File: src/rtl/ew_fifo_arb_pkg.sv
// Shared types and sizing helpers for the FIFO push arbiter and related arbiters.
package ew_fifo_arb_pkg;

    typedef enum logic {
        ST_IDLE  = 1'b0,
        ST_GRANT = 1'b1
    } arb_state_e;

    localparam int BEAT_W = 8;
    localparam int TMO_W  = 16;

    function automatic int gid_width(input int n);
        return (n > 1) ? $clog2(n) : 1;
    endfunction

endpackage

File: src/rtl/ew_fifo_push_arb_if.sv
// Requester handshake plus FIFO push-side bus; master = arbiter side, slave = environment side.
interface ew_fifo_push_arb_if #(
    parameter int NUM_REQ    = 4,
    parameter int DATA_WIDTH = 32
);
    logic [NUM_REQ-1:0]            req_valid;
    logic [NUM_REQ*DATA_WIDTH-1:0] req_data;
    logic [NUM_REQ-1:0]            req_last;
    logic [NUM_REQ-1:0]            req_ready;
    logic                          push_req_n;
    logic [DATA_WIDTH-1:0]         fifo_data;
    logic                          push_full;
    logic                          push_af;

    modport master (
        input  req_valid, req_data, req_last, push_full, push_af,
        output req_ready, push_req_n, fifo_data
    );

    modport slave (
        output req_valid, req_data, req_last, push_full, push_af,
        input  req_ready, push_req_n, fifo_data
    );
endinterface

File: src/rtl/ew_rr_pick.sv
// Combinational round-robin picker: first set bit of req at or after ptr, wrapping.
module ew_rr_pick #(
    parameter int N = 4,
    parameter int W = 2
) (
    input  logic [N-1:0] req,
    input  logic [W-1:0] ptr,
    output logic [W-1:0] winner,
    output logic         any_req
);
    logic [W-1:0] idx;

    // Scan from the farthest offset down so the nearest requester wins last.
    always_comb begin
        winner  = '0;
        any_req = |req;
        idx     = '0;
        for (int i = N - 1; i >= 0; i--) begin
            idx = W'((int'(ptr) + i) % N);
            if (req[idx]) winner = idx;
        end
    end
endmodule

File: src/rtl/ew_fifo_push_arb.sv
// Round-robin burst arbiter sharing one FIFO push port; states: ST_IDLE arbitrate (bubble) | ST_GRANT owner streams.
// Optional idle-owner timeout release is enabled by defining EW_FIFO_ARB_TIMEOUT_EN.
module ew_fifo_push_arb
    import ew_fifo_arb_pkg::*;
#(
    parameter int  NUM_REQ    = 4,
    parameter int  DATA_WIDTH = 32,
    parameter int  BURST_MAX  = 4,
    parameter int  TIMEOUT    = 16,
    localparam int GID_W      = gid_width(NUM_REQ)
) (
    input  logic               clk,
    input  logic               rst,
    ew_fifo_push_arb_if.master bus,
    output logic [GID_W-1:0]   grant_id,
    output logic               busy,
    output logic               timeout_err
);

    if (NUM_REQ < 2 || NUM_REQ > 8 || BURST_MAX < 1 || BURST_MAX > 255 ||
        TIMEOUT < 1 || TIMEOUT > 65535) begin : g_bad_cfg
        $error("ew_fifo_push_arb: parameter out of range");
    end

    arb_state_e            state_q, state_d;
    logic [GID_W-1:0]      grant_q, grant_d;
    logic [GID_W-1:0]      rr_q, rr_d;
    logic [BEAT_W-1:0]     beat_q, beat_d;
    logic                  push_n_q, push_n_d;
    logic [DATA_WIDTH-1:0] data_q, data_d;

    logic [GID_W-1:0]      pick_idx;
    logic                  pick_any;
    logic                  stall;
    logic                  own_valid;
    logic                  own_last;
    logic [DATA_WIDTH-1:0] own_data;
    logic                  accept;
    logic [BEAT_W-1:0]     beat_inc;
    logic                  done;
    logic [GID_W-1:0]      rr_next;

`ifdef EW_FIFO_ARB_TIMEOUT_EN
    logic [TMO_W-1:0]      idle_q, idle_d;
    logic                  tmo_q, tmo_d;
`endif

    ew_rr_pick #(.N(NUM_REQ), .W(GID_W)) u_pick (
        .req     (bus.req_valid),
        .ptr     (rr_q),
        .winner  (pick_idx),
        .any_req (pick_any)
    );

    // push_af only matters while a push is in flight, since status lags the push by a cycle.
    always_comb begin
        stall     = bus.push_full | (bus.push_af & ~push_n_q);
        own_valid = bus.req_valid[grant_q];
        own_last  = bus.req_last[grant_q];
        own_data  = bus.req_data[grant_q*DATA_WIDTH +: DATA_WIDTH];
        accept    = (state_q == ST_GRANT) & own_valid & ~stall;
        beat_inc  = beat_q + 1'b1;
        done      = accept & (own_last | (beat_inc == BEAT_W'(BURST_MAX)));
        rr_next   = (grant_q == GID_W'(NUM_REQ - 1)) ? '0 : grant_q + 1'b1;
    end

    always_ff @(posedge clk) begin
        if (rst) begin
            state_q  <= ST_IDLE;
            grant_q  <= '0;
            rr_q     <= '0;
            beat_q   <= '0;
            push_n_q <= 1'b1;
            data_q   <= '0;
`ifdef EW_FIFO_ARB_TIMEOUT_EN
            idle_q   <= '0;
            tmo_q    <= 1'b0;
`endif
        end else begin
            state_q  <= state_d;
            grant_q  <= grant_d;
            rr_q     <= rr_d;
            beat_q   <= beat_d;
            push_n_q <= push_n_d;
            data_q   <= data_d;
`ifdef EW_FIFO_ARB_TIMEOUT_EN
            idle_q   <= idle_d;
            tmo_q    <= tmo_d;
`endif
        end
    end

    always_comb begin
        state_d  = state_q;
        grant_d  = grant_q;
        rr_d     = rr_q;
        beat_d   = beat_q;
        push_n_d = 1'b1;
        data_d   = data_q;
`ifdef EW_FIFO_ARB_TIMEOUT_EN
        idle_d   = idle_q;
        tmo_d    = 1'b0;
`endif
        case (state_q)
            ST_IDLE: begin
`ifdef EW_FIFO_ARB_TIMEOUT_EN
                idle_d = '0;
`endif
                if (pick_any) begin
                    state_d = ST_GRANT;
                    grant_d = pick_idx;
                    beat_d  = '0;
                end
            end
            ST_GRANT: begin
                if (accept) begin
                    push_n_d = 1'b0;
                    data_d   = own_data;
                    beat_d   = beat_inc;
                end
                if (done) begin
                    state_d = ST_IDLE;
                    rr_d    = rr_next;
                end
`ifdef EW_FIFO_ARB_TIMEOUT_EN
                if (own_valid) begin
                    idle_d = '0;
                end else begin
                    idle_d = idle_q + 1'b1;
                    if (idle_d == TMO_W'(TIMEOUT)) begin
                        state_d = ST_IDLE;
                        rr_d    = rr_next;
                        tmo_d   = 1'b1;
                    end
                end
`endif
            end
            default: state_d = ST_IDLE;
        endcase
    end

    always_comb begin
        bus.req_ready = '0;
        if (state_q == ST_GRANT) bus.req_ready[grant_q] = ~stall;
    end

    assign busy           = (state_q == ST_GRANT);
    assign grant_id       = grant_q;
    assign bus.push_req_n = push_n_q;
    assign bus.fifo_data  = data_q;
`ifdef EW_FIFO_ARB_TIMEOUT_EN
    assign timeout_err    = tmo_q;
`else
    assign timeout_err    = 1'b0;
`endif

endmodule
File: src/flat_wrapper.sv
// flat-port wrapper written by rule: the top's interface ports become plain ports
module ew_fifo_push_arb_flat import ew_fifo_arb_pkg::*;
#(
    parameter int  NUM_REQ    = 4,
    parameter int  DATA_WIDTH = 32,
    parameter int  BURST_MAX  = 4,
    parameter int  TIMEOUT    = 16,
    localparam int GID_W      = gid_width(NUM_REQ)
)
  (clk, rst, grant_id, busy, timeout_err, bus_req_valid, bus_req_data, bus_req_last, bus_push_full, bus_push_af, bus_req_ready, bus_push_req_n, bus_fifo_data);
  ew_fifo_push_arb_if #(.NUM_REQ(NUM_REQ), .DATA_WIDTH(DATA_WIDTH)) bus_i ();
  input  logic clk;
  input  logic rst;
  output logic [GID_W-1:0] grant_id;
  output logic busy;
  output logic timeout_err;
  input wire logic [$bits(bus_i.req_valid)-1:0] bus_req_valid;
  input wire logic [$bits(bus_i.req_data)-1:0] bus_req_data;
  input wire logic [$bits(bus_i.req_last)-1:0] bus_req_last;
  input wire logic [$bits(bus_i.push_full)-1:0] bus_push_full;
  input wire logic [$bits(bus_i.push_af)-1:0] bus_push_af;
  output wire logic [$bits(bus_i.req_ready)-1:0] bus_req_ready;
  output wire logic [$bits(bus_i.push_req_n)-1:0] bus_push_req_n;
  output wire logic [$bits(bus_i.fifo_data)-1:0] bus_fifo_data;
  assign bus_i.req_valid = bus_req_valid;
  assign bus_i.req_data = bus_req_data;
  assign bus_i.req_last = bus_req_last;
  assign bus_i.push_full = bus_push_full;
  assign bus_i.push_af = bus_push_af;
  assign bus_req_ready = bus_i.req_ready;
  assign bus_push_req_n = bus_i.push_req_n;
  assign bus_fifo_data = bus_i.fifo_data;
  ew_fifo_push_arb #(.NUM_REQ(NUM_REQ), .DATA_WIDTH(DATA_WIDTH), .BURST_MAX(BURST_MAX), .TIMEOUT(TIMEOUT)) u_core (.clk(clk), .rst(rst), .bus(bus_i), .grant_id(grant_id), .busy(busy), .timeout_err(timeout_err));
endmodule
File: config.mk
export PLATFORM = sky130hd
export DESIGN_NAME = ew_fifo_push_arb_flat
export DESIGN_NICKNAME = d
export VERILOG_FILES = /design/src/rtl/ew_fifo_arb_pkg.sv /design/src/rtl/ew_fifo_push_arb_if.sv /design/src/rtl/ew_rr_pick.sv /design/src/rtl/ew_fifo_push_arb.sv /design/src/flat_wrapper.sv
export SDC_FILE = /design/constraint.sdc
export NUM_CORES = 1
export LEC_CHECK = 0
export ABC_AREA = 1
export CAP_MARGIN = 5
export CORE_UTILIZATION = 38
export CTS_BUF_LIST = sky130_fd_sc_hd__clkbuf_16
export DETAILED_ROUTE_END_ITERATION = 8
export MAX_ROUTING_LAYER = met4
export PLACE_DENSITY = 0.82
export SETUP_SLACK_MARGIN = 0.5
export SLEW_MARGIN = 20
export SYNTH_ARGS = -nofsm -noshare
export SYNTH_HDL_FRONTEND = slang
export SYNTH_SLANG_ARGS = --single-unit
File: constraint.sdc
create_clock -name clk -period 2.12 [get_ports clk]
set_input_delay 0.318 -clock clk [delete_from_list [all_inputs] [get_ports clk]]
set_output_delay 0.318 -clock clk [all_outputs]
set_load 0.03 [all_outputs]
==> reports/results.tsv <==
stage	metric	value	unit
status	outcome	finished, final reports clean	
hold_path	worst hold path endpoint	u_core.bus.fifo_data[31]	
sta	setup_tns	0	ns
routing	WL/cell	15.75	um
critical_path	Cell Chain, Critical Path	inv_4 -> nor3_4 -> inv_2 -> buf_6 -> a21oi_4 -> buf_6 -> buf_16 -> o21ai_1 -> a31oi_1	
clock_tree	clock sinks	46	
sta	Max Freq	0.5948	GHz
synth	Yosys warnings	0	
floorplanning	initial core utilization	39.11	%
power_and_ir_drop	Power Total	2.949	mW
power_and_ir_drop	Switching Fraction	34.45	%
power_and_ir_drop	Int Power	1.933	mW
hold_path	min-delay src	u_core.bus.fifo_data[31]	
clock_tree	CTS root buffer	clkbuf_16	
sta	endpoints failing hold	0	
final_layout	fin nets	826	
critical_path	largest stage delay on the critical path	0.37	ns
routing	ANT nets after route	0	
synth	#FFs+latches synth	46	
clock_tree	TritonCTS buffer count	5	
routing	Post-Route WL	12.33	mm
floorplanning	floorplan row count	32	
power_and_ir_drop	clock share of power	27.3	%
global_routing	GRT Util Overall	27.17	%
power_and_ir_drop	Psw	1.016	mW
routing	Post-route DRC	0	
sta	Clock Skew	0.005552	ns
floorplanning	Die Height	90.95	um
flow_run	Max-Cap Viols	0	
sta	unrepaired setup endpoints after global routing	true	
place	dpl ws	0.1481	ns
final_layout	layout cells sized above 1	16.30	%
sta	# setup viols final	0	
synth	Syn Inst Count	494	
clock_tree	TritonCTS clock tree	built	
global_routing	global route overflow	0	
place	HPWL Detailed	7.893	mm
final_layout	commonest non-fill, non-tap cell in the layout	nor2_1	
final_layout	Area Overhead vs Synth	87.93	%
place	port bufs	179	
floorplanning	Core Region	7687	um2
place	Placed Cells	752	
routing	Top Layer Used	met4	
critical_path	CP startpoint kind	flip-flop	
routing	Via density	5.315	
final_layout	fin util	73.50	%
synth	Post-synth EDFFs	0	
sta	period utilisation layout	79.31	%
floorplanning	die area	8272	um2
routing	drt pass-1 iters	7	
routing	post-route met1 wirelength	4.815	mm
global_routing	pin count of the biggest net entering global routing	58	
floorplanning	io pins	181	
sta	setup ws final	0.4387	ns
critical_path	R2R cell count	9	
critical_path	reg2reg start	u_core.busy	
critical_path	most used cell, CP	buf_6	
synth	sequential area share after synthesis	30.63	%
final_layout	fin cells	783	
power_and_ir_drop	sequential share of power	32.7	%
final_layout	commonest non-fill, non-tap cells in the layout	137 x nor2_1, 135 x clkdlybuf4s50_1, 76 x o21ai_0, 42 x nand2_1, 37 x dfxtp_1	
critical_path	R2R Path End	u_core.bus.fifo_data[19]	
power_and_ir_drop	Comb pwr share	40.1	%
critical_path	Crit. End Element	flip-flop	
critical_path	CP Data Required Time	2.33	ns
synth	synthesized area	3007	um2
routing	met2 wire length	6.329	mm
place	RePlAce Congestion	0.9005	
global_routing	initial antenna violation count	0	
synth	Netlist cell types	26	
critical_path	Crit Path Category	flip-flop to flip-flop	
synth	asr flop ratio synth	0	%
routing	initial drt markers	165	
critical_path	CP max FO	8	
global_routing	first-pass GRT wire length	17.63	mm
synth	top_reg_cell synth	dfxtp_1	
clock_tree	CTS H-tree depth	2	
routing	Vias	4162	
sta	max-slew violations	0	
clock_tree	clock transition at the registers of the reported paths	0.07	ns
critical_path	flop2flop setup slack	0.44	ns
clock_tree	clock latency on the worst-skew pair	0.29	ns
sta	fin crit period	1.681	ns
clock_tree	CTS max path bufs	2	
final_layout	ant diodes	0	
routing	met3 routed WL	875	um
critical_path	CP Data Arrival Time	1.89	ns
critical_path	Setup crit start	u_core.busy	
power_and_ir_drop	Power Density	521.8	nW/um2
hold_path	hold path depth	2	
hold_path	Worst Hold Class	flip-flop to flip-flop	
floorplanning	Die W	90.95	um
power_and_ir_drop	Leak	2.522	nW
global_routing	number of global-route vias before repair	3787	
power_and_ir_drop	VDD IR max	0.3242	mV
critical_path	Slowest-stage cell, CP	dfxtp_4	
synth	syn_nets	640	
synth	Synth Area per Inst	6.086	um2
worst max path at each step:
stage	end
2_1_floorplan	bus_req_ready[2]
3_3_place_gp	u_core.bus.fifo_data[4]
3_5_place_dp	u_core.bus.fifo_data[26]
4_1_cts	busy
5_1_grt	u_core.bus.fifo_data[19]
6_report	u_core.bus.fifo_data[19]
registers in the layout (all words and copies together), names as in the netlist:
name,cells
u_core.busy,1
u_core.bus.push_req_n,1
u_core.rr_q,2
u_core.bus.fifo_data,32
u_core.grant_id,2
u_core.beat_q,8
cell type report:
type	count	area, um2
Inverter	29	128.9
Clock inverter	3	23.77
Tap cell	102	127.6
Clock buffer	5	125.1
Multi-Input combinational cell	383	2003
Timing Repair Buffer	215	2297
Sequential cell	46	944.7
Fill cell	617	2037
cell usage after synthesis, types with 2 or more instances:
cell type  count  area share (%)
ha_1           6             2.5
inv_1         25             3.1
nand3_1       15             2.5
o21ai_0      103              17
a31oi_1       33             6.9
buf_6          4             1.5
inv_2          3            0.37
nor2_1       143              18
buf_2         13             2.2
buf_1          3            0.37
a21oi_1       15             2.5
nand2_1       57             7.1
clkbuf_1      14             1.7
xnor2_1        2            0.58
dfxtp_1       46              31
buf_4          2            0.50
metal layers:
layer	global-route usage (%)	vias to the layer above
li1	-	2011
met1	31.92	1934
met2	47.41	191
met3	4.774	26
met4	7.937	0
met5	-	-
logic make-up after synthesis:
| group | share of synthesized area (%) |
|---|---|
| AOI/OAI and AO/OA | 28.13 |
| xor gates and xnor gates | 0.5827 |
| adders and majority gates | 2.497 |
| buffers and inverters | 9.987 |
| DFF | 30.63 |
| other | 0.1247 |
| and+or+nand+nor | 28.05 |
worst max-delay path, delay by kind of cell (launching register included):
kind	cells	cell delay, ns
and+or+nand+nor	1	0.16
AOI/OAI and AO/OA	3	0.51
DFF	1	0.37
buffers and inverters	5	0.56
power groups by stage:
stage / Sequential (mW) / Clock [mW] / Combinational (mW)
after floorplan: 1.07 / 0 / 0.445
after global placement: 0.978 / 0 / 0.994
after detailed placement: 0.979 / 0 / 1.01
after CTS: 0.958 / 0.799 / 1.07
after global routing: 0.969 / 0.861 / 1.28
final: 0.964 / 0.804 / 1.18
through the flow:
step / hold slack [ns] / instance area (um2)
2_1_floorplan: 0.4521 / 3038
5_1_grt: 0.5265 / 5650
3_3_place_gp: 0.4609 / 4876
3_5_place_dp: 0.4652 / 4876
6_report: 0.5111 / 5650
4_1_cts: 0.4850 / 5263
what timing repair did:
item	4_1_cts	5_1_grt
resized for setup	53	106
endpoints found under the setup margin	49	60
hold buffers	0	0
gates cloned	4	3
setup buffers	9	7
pin swaps	5	15
Power figures use the tool's default switching activity.
